$ cat src/rtl/sata_regs_slave.sv
// sata_regs_slave: register-domain endpoint executing one FIFO request at a time
// against a small register bank, returning a spaced one-cycle ack with read data.
module sata_regs_slave #(
  parameter int          ADDR_BITS  = 4,
  parameter int          CTRL_COUNT = 8,
  parameter int          ACK_GAP    = 3,
  parameter logic [31:0] ID_VALUE   = 32'h5A7A0001
) (
  input  logic                    ACLK,
  input  logic                    ARESETN,
  input  logic                    req_val,
  input  logic                    req_rd,
  input  logic [ADDR_BITS-1:0]    req_addr,
  input  logic [31:0]             req_wdata,
  output logic                    req_pop,
  output logic [31:0]             rsp_rdata,
  output logic                    rsp_ack,
  input  logic [31:0]             irq_set,
  input  logic [31:0]             status_in,
  output logic [32*CTRL_COUNT-1:0] ctrl_flat,
  output logic                    irq
);
  localparam int CW = $clog2(ACK_GAP + 1);
  typedef enum logic [1:0] {IDLE, EXEC, ACK, HOLD} state_t;
  state_t                        state_q, state_d;
  logic                          rd_q, rd_d, pop_q, pop_d, ack_q, ack_d, irq_q, irq_d, wr;
  logic [ADDR_BITS-1:0]          addr_q, addr_d;
  logic [31:0]                   wdata_q, wdata_d, rdata_q, rdata_d, is_q, is_d, ie_q, ie_d;
  logic [31:0]                   rval, clr;
  logic [CW-1:0]                 cnt_q, cnt_d;
  logic [CTRL_COUNT-1:0][31:0]   ctrl_q, ctrl_d;
  always_comb begin
    state_d = state_q;
    rd_d    = rd_q;
    addr_d  = addr_q;
    wdata_d = wdata_q;
    pop_d   = 1'b0;
    ack_d   = 1'b0;
    rdata_d = rdata_q;
    cnt_d   = cnt_q;
    ctrl_d  = ctrl_q;
    wr      = state_q == EXEC && !rd_q;
    rval    = addr_q == ADDR_BITS'(0) ? is_q :
              addr_q == ADDR_BITS'(1) ? ie_q :
              addr_q == ADDR_BITS'(2) ? status_in :
              addr_q == ADDR_BITS'(3) ? ID_VALUE : 32'h0;
    for (int k = 0; k < CTRL_COUNT; k++) begin
      if (addr_q == ADDR_BITS'(4 + k)) rval = ctrl_q[k];
      if (wr && addr_q == ADDR_BITS'(4 + k)) ctrl_d[k] = wdata_q;
    end
    ie_d  = wr && addr_q == ADDR_BITS'(1) ? wdata_q : ie_q;
    clr   = wr && addr_q == ADDR_BITS'(0) ? wdata_q : 32'h0;
    // set wins over a simultaneous write-1-to-clear of the same bit
    is_d  = (is_q & ~clr) | irq_set;
    irq_d = |(is_d & ie_d);
    case (state_q)
      IDLE: if (req_val) begin
        state_d = EXEC;
        pop_d   = 1'b1;
        rd_d    = req_rd;
        addr_d  = req_addr;
        wdata_d = req_wdata;
      end
      EXEC: begin
        state_d = ACK;
        ack_d   = 1'b1;
        rdata_d = rd_q ? rval : rdata_q;
      end
      ACK: begin
        state_d = HOLD;
        cnt_d   = CW'(ACK_GAP - 1);
      end
      HOLD: begin
        state_d = cnt_q == '0 ? IDLE : HOLD;
        cnt_d   = cnt_q == '0 ? cnt_q : cnt_q - 1'b1;
      end
      default: state_d = IDLE;
    endcase
  end
  always_ff @(posedge ACLK or negedge ARESETN) begin
    if (!ARESETN) begin
      state_q <= IDLE;
      rd_q    <= 1'b0;
      addr_q  <= '0;
      wdata_q <= '0;
      pop_q   <= 1'b0;
      ack_q   <= 1'b0;
      rdata_q <= '0;
      is_q    <= '0;
      ie_q    <= '0;
      irq_q   <= 1'b0;
      cnt_q   <= '0;
      ctrl_q  <= '0;
    end else begin
      state_q <= state_d;
      rd_q    <= rd_d;
      addr_q  <= addr_d;
      wdata_q <= wdata_d;
      pop_q   <= pop_d;
      ack_q   <= ack_d;
      rdata_q <= rdata_d;
      is_q    <= is_d;
      ie_q    <= ie_d;
      irq_q   <= irq_d;
      cnt_q   <= cnt_d;
      ctrl_q  <= ctrl_d;
    end
  end
  assign req_pop   = pop_q;
  assign rsp_ack   = ack_q;
  assign rsp_rdata = rdata_q;
  assign irq       = irq_q;
  assign ctrl_flat = ctrl_q;
endmodule

$ cat config.mk
export PLATFORM = sky130hd
export DESIGN_NAME = sata_regs_slave
export DESIGN_NICKNAME = d
export VERILOG_FILES = /design/src/rtl/sata_regs_slave.sv
export SDC_FILE = /design/constraint.sdc
export NUM_CORES = 1
export LEC_CHECK = 0
export CAP_MARGIN = 20
export CORE_ASPECT_RATIO = 1.1
export CORE_MARGIN = 2
export CORE_UTILIZATION = 55
export CTS_CLUSTER_DIAMETER = 80
export DETAILED_ROUTE_END_ITERATION = 10
export DONT_BUFFER_PORTS = 1
export PLACE_DENSITY = 0.7
export SYNTH_ARGS = -nofsm -noshare
export SYNTH_HDL_FRONTEND = slang
export SYNTH_SLANG_ARGS = --single-unit
$ cat constraint.sdc
create_clock -name ACLK -period 2.9 [get_ports ACLK]
set_input_delay 0.725 -clock ACLK [delete_from_list [all_inputs] [get_ports ACLK]]
set_output_delay 0.725 -clock ACLK [all_outputs]
set_load 0.05 [all_outputs]
==> flow_metrics.tcl, run 1 <==
set metrics [dict create \
    status "finished, violations left" \
    failed_checks "hold timing" \
    io_buffer_count 0 \
    critPathLaunchType "flip-flop" \
    netlist.area_leader.share 0.548 \
    grt_max_degree 397 \
    combinationalPowerShare 0.250 \
    hold_viol 241 \
    clock-skew-final_ps 25.6 \
    layout_commonest_cell "dfrtp_1" \
    syn_nets 1553 \
    cts_root_buf "clkbuf_16" \
    p_switching_uw 14400 \
    clockBufferDepth 3 \
    slowest_delay_ps 660 \
    rsz0062_at_grt "no" \
    power.static_leakage_uw 0.00904 \
    tns_ps 0 \
    slew_violations 0 \
    netlist_area_um2 18100 \
    gr-total-overflow 0 \
    power_density_nw_per_um2 1420 \
    synth-async-reset-ratio 1.00 \
    yosys_warnings 0 \
    grt_util_all_layers 0.343 \
    cts_resized 0 \
    crit_slowest_cell "or4_4" \
    drive_gt1_frac 0.325 \
    htreeDepth 2 \
    design.die.area_um2 34400 \
    rows 69 \
    antenna_found_initial 0 \
    fin_hold_ws_ps -122 \
    ir_drop_mv 0.941 \
    n_antenna_cell 0 \
    postRouteAntennaNets 0 \
    pwr-share-clk 0.191 \
    synth_area_leaders "dfrtp_1 (55%), mux2_2 (22%), o21ai_0 (2.7%), o22ai_1 (2.5%), mux2i_1 (1.7%)" \
    drv_cap 0 \
    core_area_um2 32400 \
    start_util 0.559 \
    wl_per_cell_um 31.9 \
    p_seq_frac 0.559 \
    syn_to_final_growth_pct 9.89 \
    hpwl_mm 40.9 \
    gp_congestion 0.900 \
    hold_path.class "in -> async" \
    cts.clk_slew.worst_paths_ps 60 \
    synth_cells 1448 \
    arrival_ps 3120 \
    postCtsSetupBuffers 0 \
    route.detailed.drc 0 \
    synth_flop_cell "dfrtp_1" \
    numCtsBuffers 42 \
    cts_tree "yes" \
    final_nets 1507 \
    drtIter0Drc 1096 \
    routed_wl_mm 59.3 \
    clk_latency_ps 560 \
    ios 395 \
    swShare 0.509 \
    yosys.area.top_type "dfrtp_1" \
    synth_edf_count 0 \
    p_int_uw 13900 \
    cts_num_sinks 396 \
    critPathKind "reg -> reg" \
    vias 12623 \
    ys_seq_elements 396 \
    fp.dieH_um 194 \
    via_per_inst 6.80 \
    avgSynthCellArea_um2 12.5 \
    worst_pin_slew_ps 1040 \
    required_ps 3310 \
    end_kind "flip-flop" \
    relSlewSlack 0.305 \
    first_global_vias 12852 \
    final_cell_mix "dfrtp_1 (394), mux2_2 (353), o21ai_0 (97)" \
    fin_crit_ps 2710 \
    die_w_um 177 \
    grt_pass1_wl_mm 87.2 \
    cp_max_fo 32 \
    drt-pass1-iter-count 5 \
    worstPathCellList "or3b_1 > or4_4 > o22a_1 > a22o_1 > nor4_2 > nand4_1" \
    fmax_mhz 369 \
    timing.final.crit_share 0.935 \
    setup_viol 0 \
    yosysSeqAreaShare 0.548 \
    synth_cell_types 51 \
]
## per-stage QoR
| step | total power [µW] | worst slack (ps) | cell area (µm²) | std cells | util |
|---|---|---|---|---|---|
| final | 28300 | 190 | 19900 | 1857 | 0.614 |
| after CTS | 28200 | 174 | 19900 | 1857 | 0.614 |
| after global placement | 22600 | 203 | 18500 | 1784 | 0.571 |
| after detailed placement | 22900 | 173 | 18500 | 1784 | 0.571 |
| after global routing | 29300 | 26.8 | 19900 | 1857 | 0.614 |
| after floorplan | 19600 | 460 | 18100 | 1448 | - |
## registers in the layout, summed over array words and instances (netlist names)
name and count:
req_pop 1, wdata_q 32, rsp_rdata 32, irq 1, is_q 32, rsp_ack 1, cnt_q 2, ctrl_flat 256
addr_q 4, state_q 2, rd_q 1, ie_q 32
## final cells by class
type	instances	area, µm²
multi-input combinational	918	7630
clock inverter	10	111
tap	426	533
inverter	5	18.8
timing repair buffer	39	393
clock buffer	63	1270
sequential	396	9920
fill	2566	12500
## power groups by stage
stage	Combinational (µW)	Sequential [µW]	Clock [µW]
final	7080	15800	5400
after global routing	7570	16100	5690
after CTS	7010	15800	5450
after detailed placement	6970	15900	0
after global placement	6810	15800	0
after floorplan	5610	14000	0
## worst paths after layout
path	slack (ps)	end	startpoint	depth (start not counted)
setup reg to reg	190	irq	state_q[1]	6
min in group ACLK	330	wdata_q[15]	req_wdata[15]	1
max in group asynchronous	2350	ctrl_flat[196]	ARESETN	0
hold / removal	-120	ctrl_flat[11]	ARESETN	0
hold reg to reg	520	cnt_q[1]	state_q[0]	1
setup / recovery	190	irq	state_q[1]	6
## synthesized netlist by cell type (2+ instances only)
cell / instances
nand2_1: 50
o22a_1: 32
buf_6: 5
or3_1: 14
clkbuf_1: 78
dfrtp_1: 396
nand3_1: 4
nor3_1: 3
a222oi_1: 6
nor4_2: 2
buf_2: 5
a31oi_1: 7
and3_1: 2
nand3b_1: 3
o22ai_1: 71
inv_1: 5
mux2_2: 353
a22oi_1: 2
a22o_1: 23
a221oi_1: 6
and2_0: 2
nor2_1: 48
mux2i_1: 31
a21o_1: 8
nor2b_1: 13
o211ai_1: 15
o21ai_0: 97
buf_1: 40
o221ai_1: 14
o2bb2ai_1: 8
mux2_1: 12
a211oi_1: 16
a21oi_1: 22
nand2b_1: 38
## layer usage
metal	track usage	up-vias	wire, µm
li1	-	5258	-
met1	0.407	6594	21400
met2	0.572	653	29200
met3	0.116	118	6130
met4	0.137	0	2540
met5	0	-	0
## logic make-up (layout without fill, tap and decap cells)
| group | Yosys count | after routing | share of synthesized area |
|---|---|---|---|
| multiplexers | 396 | 396 | 0.244 |
| flip-flops | 396 | 396 | 0.548 |
| AO/OA/AOI/OAI | 330 | 330 | 0.122 |
| AND/OR/NAND/NOR | 191 | 191 | 0.0542 |
| buffers and inverters | 134 | 117 | 0.0309 |
| adder cells (fa/ha/maj) | 1 | 1 | 0.000692 |
## worst max-delay path, delay by kind of cell, from the launching register on
family	cells	cell delay (ps)
flip-flops	1	490
AO/OA/AOI/OAI	2	530
AND/OR/NAND/NOR	4	1540
No activity file was read; power rests on OpenSTA's default activity.
==> run 2: changes to the inputs <==
Settings changed: CORE_MARGIN 2 to unset, SKIP_CTS_REPAIR_TIMING set to 1.
==> run 2 against run 1 <==
  * The run still ends with hold timing left
  * Core utilization is 0.51 points higher
  * Register-to-register slack barely moved
  * Final cell count increased by 0.70%
  * Total power is 1.5% higher
  * Clock-buffer cell count decreased by 4
  * Hold slack better by 6.8 ps
  * Clock skew shrank 13 ps
  * Largest power group unchanged
==> flow_metrics.tcl, run 2 (synthesis results as in run 1) <==
set metrics [dict create \
    status "finished, violations left" \
    failed_checks "hold timing" \
    slew_violations 0 \
    setup_viol 0 \
    ff_latch_area_um2 9920 \
    multi_input_area_um2 7630 \
    drv_cap 0 \
    p_total_uw 28700 \
    final_nets 1515 \
    ir_drop_mv 0.950 \
    largest_register_ff_count 256 \
    reg2reg_depth 6 \
    postRouteAntennaNets 0 \
    drive_gt1_frac 0.332 \
    syn_to_final_growth_pct 10.8 \
    design.die.area_um2 33600 \
    critPathKind "reg -> reg" \
    tns_ps 0 \
    clockBufferDepth 3 \
    ios 395 \
    layout_commonest_cell "dfrtp_1" \
    required_ps 3310 \
    drt-pass1-iter-count 6 \
    route.detailed.drc 0 \
    clock-skew-final_ps 12.2 \
    fmax_mhz 367 \
    rows 69 \
    dp_cells 1791 \
    arrival_ps 3130 \
    vias 12538 \
    stdcell_count 1870 \
    fin_crit_ps 2720 \
    fp.dieH_um 192 \
    critPathLaunch "state_q[1]" \
    io_buffer_count 0 \
    fill_cells 2534 \
    start_util 0.559 \
    cts_tree "yes" \
    antenna_found_initial 2 \
    r2r_start "state_q[1]" \
    first_global_vias 12467 \
    via_per_inst 6.70 \
    grt_max_degree 397 \
    timing.final.crit_share 0.940 \
    numCtsBuffers 43 \
    cts_root_buf "clkbuf_16" \
    hpwl_mm 40.1 \
    worst_pin_slew_ps 1280 \
    grt_util_all_layers 0.346 \
    fin_hold_ws_ps -115 \
    drtIter0Drc 1043 \
    gr-total-overflow 0 \
    critPathLaunchType "flip-flop" \
    power_density_nw_per_um2 1430 \
    hold_viol 115 \
    cp_max_fo 32 \
    hold_path.class "in -> async" \
    cts_num_sinks 396 \
    final_cell_mix "dfrtp_1 (394), mux2_2 (353), o21ai_0 (97)" \
    rsz0062_at_grt "no" \
    clk_latency_ps 550 \
    cts.clk_slew.worst_paths_ps 60 \
    die_w_um 175 \
    end_kind "flip-flop" \
    core_area_um2 32400 \
    gp_congestion 0.887 \
    grt_pass1_wl_mm 84.6 \
    routed_wl_mm 58.7 \
    power.static_leakage_uw 0.00914 \
    wl_per_cell_um 31.4 \
    design_area_um2 20000 \
    post_dp_cell_area_um2 18600 \
    relSlewSlack 0.150 \
    htreeDepth 2 \
]
[run 2: cell count changes in the layout (fill, tap and decap cells not counted), sizes merged]
cell      delta
buf          +7
clkinvlp     -1
clkbuf       -4
clkinv       +5
diode        +2
bufinv       +3
inv          +1
[run 2: worst max-delay path, cell delays in order, from the launching register on]
cell,delay (ps)
dfrtp_1,480
or3b_1,430
or4_4,650
o22a_1,290
a22o_1,240
nor4bb_1,360
nand4_1,130
[run 2: layer usage]
metal  vias to the layer above  track usage  wire length (µm)
li1                       5271            -                 -
met4                         0        0.160              2690
met5                         -            0                 0
met1                      6504        0.414             21600
met3                       120        0.110              6110
met2                       643        0.569             28400
[run 2: final timing paths]
kind	slack (ps)	end
setup / recovery	180	irq
hold / removal	-110	ctrl_flat[11]
setup reg to reg	180	irq
hold reg to reg	510	cnt_q[1]
max in group asynchronous	1910	addr_q[1]
min in group ACLK	330	wdata_q[1]
[run 2: final cells by class]
type,instances,share of cell area
well taps,426,0.0266
flip-flops and latches,396,0.495
repair buffers,46,0.0229
multi-input cells,918,0.381
clock inverters,18,0.0112
diodes,2,0.000250
clock buffers,59,0.0628
inverters,5,0.000937
[run 2: stage by stage]
| step | worst slack (ps) | utilization | hold slack, ps |
|---|---|---|---|
| after floorplan | 460 | - | 429 |
| after global placement | 227 | 0.573 | 444 |
| after detailed placement | 227 | 0.573 | 441 |
| after CTS | 213 | 0.619 | -134 |
| after global routing | 87.1 | 0.619 | -140 |
| final | 175 | 0.619 | -115 |
[run 2: report_power, final]
group | switching [µW] | internal [µW]
clock network | 2270 | 3480
registers | 8400 | 7340
logic | 3750 | 3470
total | 14400 | 14300
